==> src/rtl/mux_tree_scan_pkg.sv <==
// Shared types and elaboration-time helpers for the 4:1 mux tree with channel scan.
// Tree levels, tag width and flat node offsets are all derived from the channel count.
package mux_pkg;

   typedef enum logic {
      MODE_DIRECT = 1'b0,
      MODE_SCAN   = 1'b1
   } mode_e;

   localparam int FANIN   = 4;
   localparam int MIN_CH  = 2;
   localparam int MAX_CH  = 64;

   // Number of 4:1 levels needed to cover n leaves: ceil(log4(n)).
   function automatic int clog4(input int n);
      int levels;
      int span;
      levels = 0;
      span   = 1;
      while (span < n) begin
         span   = span * FANIN;
         levels = levels + 1;
      end
      return levels;
   endfunction

   // Tag carries two select bits per level, so it can address every padded leaf.
   function automatic int tag_width(input int ch);
      return 2 * clog4(ch);
   endfunction

   // Index of the first node of level k in a flat array holding all levels,
   // level 0 being the 4**levels leaves and level 'levels' the single root.
   function automatic int node_base(input int levels, input int k);
      int base;
      base = 0;
      for (int j = 0; j < k; j++) begin
         base = base + (1 << (2 * (levels - j)));
      end
      return base;
   endfunction

endpackage

==> src/rtl/mux_tree_scan_stage.sv <==
// One level of the mux tree: N_IN/4 parallel 4:1 muxes steered by the tag bits for
// this level, with an optional register on data, tag, valid and wrap.
module mux4_stage
   import mux_pkg::*;
#(
   parameter int WIDTH = 1,
   parameter int N_IN  = 4,
   parameter int PIPE  = 1,
   parameter int TW    = 2,
   parameter int LVL   = 0
) (
   input  logic                            clk,
   input  logic                            rst,
   input  logic [N_IN*WIDTH-1:0]           d_data,
   input  logic [TW-1:0]                   d_tag,
   input  logic                            d_valid,
   input  logic                            d_wrap,
   output logic [(N_IN/FANIN)*WIDTH-1:0]   q_data,
   output logic [TW-1:0]                   q_tag,
   output logic                            q_valid,
   output logic                            q_wrap
);

   localparam int N_OUT = N_IN / FANIN;

   logic [1:0]             pick;
   logic [N_OUT*WIDTH-1:0] mux_data;

   // The tag travelling with this sample steers the level, never the live select.
   assign pick = d_tag[2*LVL +: 2];

   always_comb begin
      // NOTE: the default assignment ahead of the loop keeps this block latch-free.
      mux_data = '0;
      for (int j = 0; j < N_OUT; j++) begin
         mux_data[j*WIDTH +: WIDTH] = d_data[(FANIN*j + int'(pick))*WIDTH +: WIDTH];
      end
   end

   if (PIPE != 0) begin : g_reg
      always_ff @(posedge clk) begin
         // NOTE: sequential state uses non-blocking assignments only.
         if (rst) begin
            // NOTE: data registers are cleared as well, so nothing stale leaks out after reset.
            q_data  <= '0;
            q_tag   <= '0;
            q_valid <= 1'b0;
            q_wrap  <= 1'b0;
         end else begin
            q_data  <= mux_data;
            q_tag   <= d_tag;
            q_valid <= d_valid;
            q_wrap  <= d_wrap;
         end
      end
   end else begin : g_comb
      assign q_data  = mux_data;
      assign q_tag   = d_tag;
      assign q_valid = d_valid;
      assign q_wrap  = d_wrap;
   end

endmodule

==> src/rtl/mux_tree_scan.sv <==
// CH-channel WIDTH-bit multiplexer built from 4:1 levels, with direct select or an
// internal channel scan; channel tag, valid and scan-wrap travel alongside the data.
module mux_tree_scan
   import mux_pkg::*;
#(
   parameter int   WIDTH     = 1,
   parameter int   CH        = 16,
   parameter int   PIPE      = 1,
   parameter int   DWELL     = 4,
   parameter int   MSB_FIRST = 0,
   localparam int  SW        = $clog2(CH)
) (
   input  logic                  clk,
   input  logic                  rst,
   input  logic [CH*WIDTH-1:0]   d,
   input  logic [SW-1:0]         sel,
   input  logic                  mode,
   input  logic                  in_valid,
   output logic [WIDTH-1:0]      out_data,
   output logic [SW-1:0]         out_ch,
   output logic                  out_valid,
   output logic                  scan_wrap
);

   localparam int L     = clog4(CH);
   localparam int TW    = tag_width(CH);
   localparam int NLEAF = 1 << TW;
   localparam int NODES = node_base(L, L + 1);
   localparam int ROOT  = node_base(L, L);
   localparam int DW    = (DWELL > 1) ? $clog2(DWELL) : 1;

   logic [SW-1:0] ch_cnt;
   logic [DW-1:0] dwell_cnt;
   logic          scan_mode;
   logic          last_dwell;
   logic          last_ch;
   logic [SW-1:0] issue_ch;
   logic          issue_wrap;

   assign scan_mode  = (mode_e'(mode) == MODE_SCAN);
   assign last_dwell = (dwell_cnt == DW'(DWELL - 1));
   assign last_ch    = (ch_cnt == SW'(CH - 1));
   assign issue_wrap = scan_mode && in_valid && last_ch && last_dwell;

   always_comb begin
      issue_ch = sel;
      if (scan_mode) begin
         issue_ch = ch_cnt;
      end else if (MSB_FIRST != 0) begin
         // Legacy ordering; an out-of-range select lands on a zero leaf either way.
         issue_ch = SW'(CH - 1) - sel;
      end
   end

   // Direct mode parks the scan at channel 0 so a later switch to scan starts fresh.
   always_ff @(posedge clk) begin
      if (rst || !scan_mode) begin
         ch_cnt    <= '0;
         dwell_cnt <= '0;
      end else if (in_valid) begin
         if (last_dwell) begin
            dwell_cnt <= '0;
            ch_cnt    <= last_ch ? '0 : ch_cnt + SW'(1);
         end else begin
            dwell_cnt <= dwell_cnt + DW'(1);
         end
      end
   end

   // All tree levels share one flat node array; level 0 holds the padded leaves.
   logic [NODES*WIDTH-1:0] node_data;
   logic [TW-1:0]          lvl_tag [0:L];
   logic [L:0]             lvl_valid;
   logic [L:0]             lvl_wrap;

   assign node_data[CH*WIDTH-1:0] = d;
   if (NLEAF > CH) begin : g_pad
      assign node_data[NLEAF*WIDTH-1:CH*WIDTH] = '0;
   end

   assign lvl_tag[0]   = TW'(issue_ch);
   assign lvl_valid[0] = in_valid;
   assign lvl_wrap[0]  = issue_wrap;

   for (genvar i = 0; i < L; i++) begin : g_lvl
      localparam int NI = 1 << (2 * (L - i));
      localparam int IB = node_base(L, i);
      localparam int OB = node_base(L, i + 1);

      mux4_stage #(
         .WIDTH (WIDTH),
         .N_IN  (NI),
         .PIPE  (PIPE),
         .TW    (TW),
         .LVL   (i)
      ) u_stage (
         .clk     (clk),
         .rst     (rst),
         .d_data  (node_data[IB*WIDTH +: NI*WIDTH]),
         .d_tag   (lvl_tag[i]),
         .d_valid (lvl_valid[i]),
         .d_wrap  (lvl_wrap[i]),
         .q_data  (node_data[OB*WIDTH +: (NI/FANIN)*WIDTH]),
         .q_tag   (lvl_tag[i+1]),
         .q_valid (lvl_valid[i+1]),
         .q_wrap  (lvl_wrap[i+1])
      );
   end

   // Tag bits above SW only exist to steer padded levels.
   logic unused_tag_bits;
   assign unused_tag_bits = ^lvl_tag[L];

   if (PIPE != 0) begin : g_out_piped
      assign out_data  = node_data[ROOT*WIDTH +: WIDTH];
      assign out_ch    = lvl_tag[L][SW-1:0];
      assign out_valid = lvl_valid[L];
      assign scan_wrap = lvl_wrap[L];
   end else begin : g_out_reg
      always_ff @(posedge clk) begin
         if (rst) begin
            out_data  <= '0;
            out_ch    <= '0;
            out_valid <= 1'b0;
            scan_wrap <= 1'b0;
         end else begin
            out_data  <= node_data[ROOT*WIDTH +: WIDTH];
            out_ch    <= lvl_tag[L][SW-1:0];
            out_valid <= lvl_valid[L];
            scan_wrap <= lvl_wrap[L];
         end
      end
   end

endmodule

==> config.mk <==
export PLATFORM = sky130hd
export DESIGN_NAME = mux_tree_scan
export DESIGN_NICKNAME = d
export VERILOG_FILES = /design/src/rtl/mux_tree_scan_pkg.sv /design/src/rtl/mux_tree_scan_stage.sv /design/src/rtl/mux_tree_scan.sv
export SDC_FILE = /design/constraint.sdc
export NUM_CORES = 1
export LEC_CHECK = 0
export CAP_MARGIN = 5
export CELL_PAD_IN_SITES_DETAIL_PLACEMENT = 0
export CELL_PAD_IN_SITES_GLOBAL_PLACEMENT = 1
export CORE_MARGIN = 2
export CORE_UTILIZATION = 35
export DETAILED_ROUTE_END_ITERATION = 16
export GPL_TIMING_DRIVEN = 0
export PLACE_DENSITY_LB_ADDON = 0.1
export SLEW_MARGIN = 40
export SYNTH_ARGS = -nofsm -noshare
export SYNTH_HDL_FRONTEND = slang
export SYNTH_SLANG_ARGS = --single-unit
==> constraint.sdc <==
create_clock -name clk -period 2.7 [get_ports clk]
set_clock_uncertainty 0.2 [all_clocks]
set_input_delay 0.405 -clock clk [delete_from_list [all_inputs] [get_ports clk]]
set_output_delay 0.405 -clock clk [all_outputs]
set_load 0.01 [all_outputs]
# Word-level counts from Yosys, hierarchy flattened
# Index checks and enable logic that the tools add are counted.
word_totals:
  inputBits: 24
  wordCells: 31
  register_bits: 23
  out_inout_bits: 7
op_classes:
  muxes: 3
  reduce_logical: 6
  shifts: 5
  add_sub_neg: 5
  eq_ne: 2
op_table:
  columns: ["cell", "n"]
  rows:
  - ["$shiftx A16 B32 Y1", 3]
  - ["$shiftx A16 B3 Y1", 1]
  - ["$add A4 B2 Y5 const A", 2]
  - ["$mux W4", 2]
  - ["$add A3 B2 Y4 const A", 1]
  - ["$add A4 B1 Y4 const B", 1]
  - ["$eq A4 B4 Y1 const B", 1]
  - ["$shiftx A4 B3 Y1", 1]
  - ["$logic_and A1 B1 Y1", 3]
  - ["$add A2 B1 Y2 const B", 1]
  - ["$eq A2 B2 Y1 const B", 1]
  - ["$mux W2", 1]
  - ["$reduce_and A2 Y1", 1]
  - ["$logic_not A1 Y1", 1]
  - ["$logic_or A1 B1 Y1", 1]

# Depth between registers and ports, before layout
logic_depth:
  depth_word: 3
  ltp_mapped: 4
  ltp_nobuf: 4

# Cells and area by module
# Synthesis repeated with hierarchy kept, for this count alone.
unflattened:
  cells_unflattened: 77
  hier_area_um2: 905.9
by_module_without_submodules:
  columns: ["module", "seq_area_each_um2", "area_each_um2", "cells_each", "n_inst"]
  rows:
  - ["mux4_stage (g_lvl[0].u_stage)", 200.2, 364.1, 25, 1]
  - ["mux_tree_scan", 120.1, 327.8, 37, 1]
  - ["mux4_stage (g_lvl[1].u_stage)", 140.1, 214.0, 15, 1]

# Worst setup path after synthesis
# OpenSTA, ideal clock, no wires.
synth_path:
  kind: "input port to flip-flop"
  start: "input port mode"
  end: "register g_lvl[0].u_stage.q_data[0]"
  stages: 4
  n_path_buf: 1
  slack_ns: 1.176
  t_arrival_ns: 1.200
  t_required_ns: 2.377
  setup_time_ns: 0.123
  cell_sequence: "buf_6 -> mux2i_4 -> mux2i_1 -> o22ai_1"
synth_between:
  elab_chain_cells: 2
synth_lines:
  columns: ["element", "line_no", "source"]
  rows:
  - ["start, declared", "mux_tree_scan.sv:17", "input logic mode,"]
  - ["$mux W4", "mux_tree_scan.sv:47", "if (scan_mode) begin"]
  - ["$shiftx A16 B3 Y1", "mux_tree_scan_stage.sv:36", "mux_data[j*WIDTH +: WIDTH] = d_data[(FANIN*j + int'(pick))*WIDTH +: WIDTH];"]
  - ["end signal, assigned", "mux_tree_scan_stage.sv:50", "q_data <= mux_data;"]
  - ["end, declared", "mux_tree_scan_stage.sv:18", "output logic [(N_IN/FANIN)*WIDTH-1:0] q_data,"]
# Every way passes these cells.
# A chain may end at the register's enable or synchronous reset.

# Final worst setup path
layout_path:
  start: "register g_lvl[1].u_stage.q_tag[1]"
  end: "output port out_ch[1]"
layout_rtl:
  columns: ["element", "line_no", "source"]
  rows:
  - ["start, declared", "mux_tree_scan_stage.sv:19", "output logic [TW-1:0] q_tag,"]
  - ["start signal, assigned", "mux_tree_scan_stage.sv:51", "q_tag <= d_tag;"]
  - ["end, declared", "mux_tree_scan.sv:20", "output logic [SW-1:0] out_ch,"]
# No word-level cell between the ends.

==> results.py <==
metrics = {
    "placed_design": {
        "place.gp.congestion": 0.742,
        "dpl.hpwl_um": 1190,
        "place_area_um2": 1220,
        "io_buffers": 29,
    },
    "route": {
        "via_count": 690,
        "viasPerCell": 4.73,
        "wl_per_cell_um": 10.1,
        "drc": 0,
        "ant_nets": 0,
        "dr.first_iter.drc_count": 6,
        "drt-total-wl_um": 1480,
        "drtPass1Iterations": 2,
    },
    "worst_setup_path": {
        "endpoint_kind": "primary output",
        "r2r_setup_slack_ns": 1.24,
        "worstPathMaxFanout": 1,
        "r2r-start": "dwell_cnt[0]",
        "crit_chain": "clkdlybuf4s50_1",
        "crit_start": "g_lvl[1].u_stage.q_tag[1]",
        "critical_path.top_delay_family": "buffers and inverters",
        "required_ns": 2.10,
        "worstSetupStartpointType": "flip-flop",
        "crit_cells": 1,
        "r2r-end": "ch_cnt[3]",
        "cp.arrival_ns": 1.15,
        "cp-endpoint": "out_ch[1]",
        "cpPeakStageDelay_ns": 0.52,
        "worst-setup-path-type": "reg -> out",
        "r2r_cells": 4,
        "cp_num_buf_inv": 1,
        "slowest_stage": "clkdlybuf4s50_1",
    },
    "timing": {
        "rsz0062_at_grt": "no",
        "period_needed_ns": 1.76,
        "hold_viol": 0,
        "finalSetupViolations": 0,
        "fin_setup_tns_ns": 0,
        "slew_violations": 0,
        "fin_crit_sh_pct": 65.2,
        "slew_headroom_pct": 70.6,
        "worst_hold_slack_ns": 0.184,
        "tightestPinTransition_ns": 0.432,
        "timing.fmax_ghz": 0.568,
    },
    "clock_network": {
        "cts.sinks": 23,
        "cts_resized": 0,
        "path_clk_slew_ns": 0.12,
        "clock-root-buffer": "clkbuf_4",
        "postCtsSetupRepairBufs": 0,
        "cts_buffers": 3,
        "clock_latency_ns": 0.30,
        "cts_hold_buf": 0,
        "cts_tree": "built",
        "clockBufferDepth": 2,
        "htreeDepth": 1,
    },
    "global_routing": {
        "met3_usage_pct": 4.92,
        "grt_max_degree": 14,
        "top_usage_layer": "met1",
        "grtUsageMet2_pct": 14.9,
        "met1_usage_pct": 15.5,
        "track_usage_pct": 10.9,
        "grt_pass1_vias": 524,
        "gr-total-overflow": 0,
        "antenna_found_initial": 0,
        "grt_pass1_wl_um": 2270,
    },
    "pwr": {
        "cellPowerDensity_nw_per_um2": 471,
        "power_leakage_nw": 0.521,
        "max-vdd-ir-drop_v": 0.000299,
    },
    "floorplanning": {
        "row_count": 18,
        "floorplan.initialDensity_pct": 36.4,
        "die_h_um": 54.5,
        "die_area_um2": 2970,
        "die_width_um": 54.5,
        "boundaryPins": 31,
        "core_area_um2": 2450,
    },
    "synthesis": {
        "yosysTopAreaCell": "dfxtp_1",
        "syn-num-nets": 109,
        "synth_most_common_cell": "dfxtp_1",
        "ys_warn_count": 0,
        "synthFlopType": "dfxtp_1",
        "netlist_area_um2": 893,
        "synthTopCellsByCount": "dfxtp_1, mux2i_1, nor2_1, nor2b_1, nand2_1",
        "syn-instance-count": 83,
        "synth_cell_types": 24,
        "synth_enable_flop_cells": 0,
        "synth.area.top_cells": "dfxtp_1, mux2i_1, nor2b_1, nor2_1, ha_1",
        "synth_top_area_share_pct": 51.5,
        "async_flop_share_pct": 0,
        "yosysSeqAreaShare_pct": 51.5,
        "syn_area_per_cell_um2": 10.8,
        "synth_seq_cells": 23,
    },
    "cells_and_area": {
        "final_area_um2": 1250,
        "syn2layout_area_growth_pct": 39.8,
        "antenna_cells": 0,
        "drive_above_1_share_pct": 6.90,
        "nNetsFinal": 143,
        "fillers": 234,
    },
    "hold_path": {
        "hold_path_class": "in -> reg",
        "hold_start": "mode",
        "min_path_cells": 3,
    },
    "flow_run": {
        "drv_cap": 0,
    },
    "outcome": {
        "status": "finished, final reports clean",
    },
}
[report_power, final]
group          switching [mW]  internal [mW]
registers             0.00352          0.351
logic                  0.0261         0.0535
clock network          0.0982         0.0552
total                   0.128          0.460
[worst min-delay path by stage]
stage | slack [ns] | endpoint
CTS | 0.18 | g_lvl[0].u_stage.q_tag[2]
floorplan | 0.21 | g_lvl[1].u_stage.q_tag[0]
global placement | 0.22 | g_lvl[1].u_stage.q_valid
global route | 0.19 | g_lvl[0].u_stage.q_tag[2]
finish | 0.18 | g_lvl[0].u_stage.q_tag[2]
detailed placement | 0.22 | g_lvl[1].u_stage.q_tag[1]
[registers in the layout, indices dropped and copies added, names as in the netlist]
signal                 cells
g_lvl.u_stage.q_tag        8
g_lvl.u_stage.q_data       5
ch_cnt                     4
dwell_cnt                  2
g_lvl.u_stage.q_valid      2
g_lvl.u_stage.q_wrap       2
[cells in the final DEF (no fill, tap or decap)]
cell type	n
a21oi_1	3
a311oi_1	1
a41oi_1	1
and2_1	1
buf_6	1
clkbuf_1	1
clkbuf_4	3
clkdlybuf4s50_1	29
clkinv_2	1
dfxtp_1	23
ha_1	2
inv_1	2
mux2i_1	12
mux2i_4	1
mux4_2	1
nand2_1	6
nand2b_1	1
nand3_1	3
nand3b_1	1
nor2_1	7
nor2b_1	7
nor3_1	1
nor3b_1	1
o22ai_1	4
or2_2	1
or2b_1	1
xor2_1	1
[cell families after synthesis]
family | Yosys count | synth area share [%]
adder cells (fa/ha/maj) | 2 | 2.80
AO/OA/AOI/OAI | 9 | 6.44
AND/OR/NAND/NOR | 30 | 17.2
buffers and inverters | 4 | 2.52
flip-flops | 23 | 51.5
XOR/XNOR | 1 | 0.981
multiplexers | 14 | 18.5
[metrics by stage]
step | setup WS (ns) | power [mW] | utilization, % | cells
final | 0.940 | 0.588 | 50.9 | 146
after global routing | 0.868 | 0.619 | 50.9 | 146
after CTS | 0.921 | 0.599 | 50.9 | 146
after detailed placement | 0.780 | 0.444 | 49.7 | 142
after global placement | 0.787 | 0.443 | 49.7 | 142
after floorplan | 1.18 | 0.398 | - | 83
[cell type report]
cell class              count  area, µm²  area share (%)
well taps                  30       37.5            3.01
clock inverters             1       5.00           0.401
flip-flops and latches     23        460            36.9
clock buffers               3       22.5            1.80
plain buffers               2       15.0            1.20
repair buffers             29        290            23.2
inverters                   2       7.51           0.601
multi-input cells          56        410            32.9
[routing by layer]
metal | wire length (µm) | vias to the layer above
li1 | - | 356
met1 | 715 | 311
met2 | 643 | 21
met3 | 101 | 2
met4 | 15 | 0
met5 | 0 | -
No activity file was read; power rests on OpenSTA's default activity.
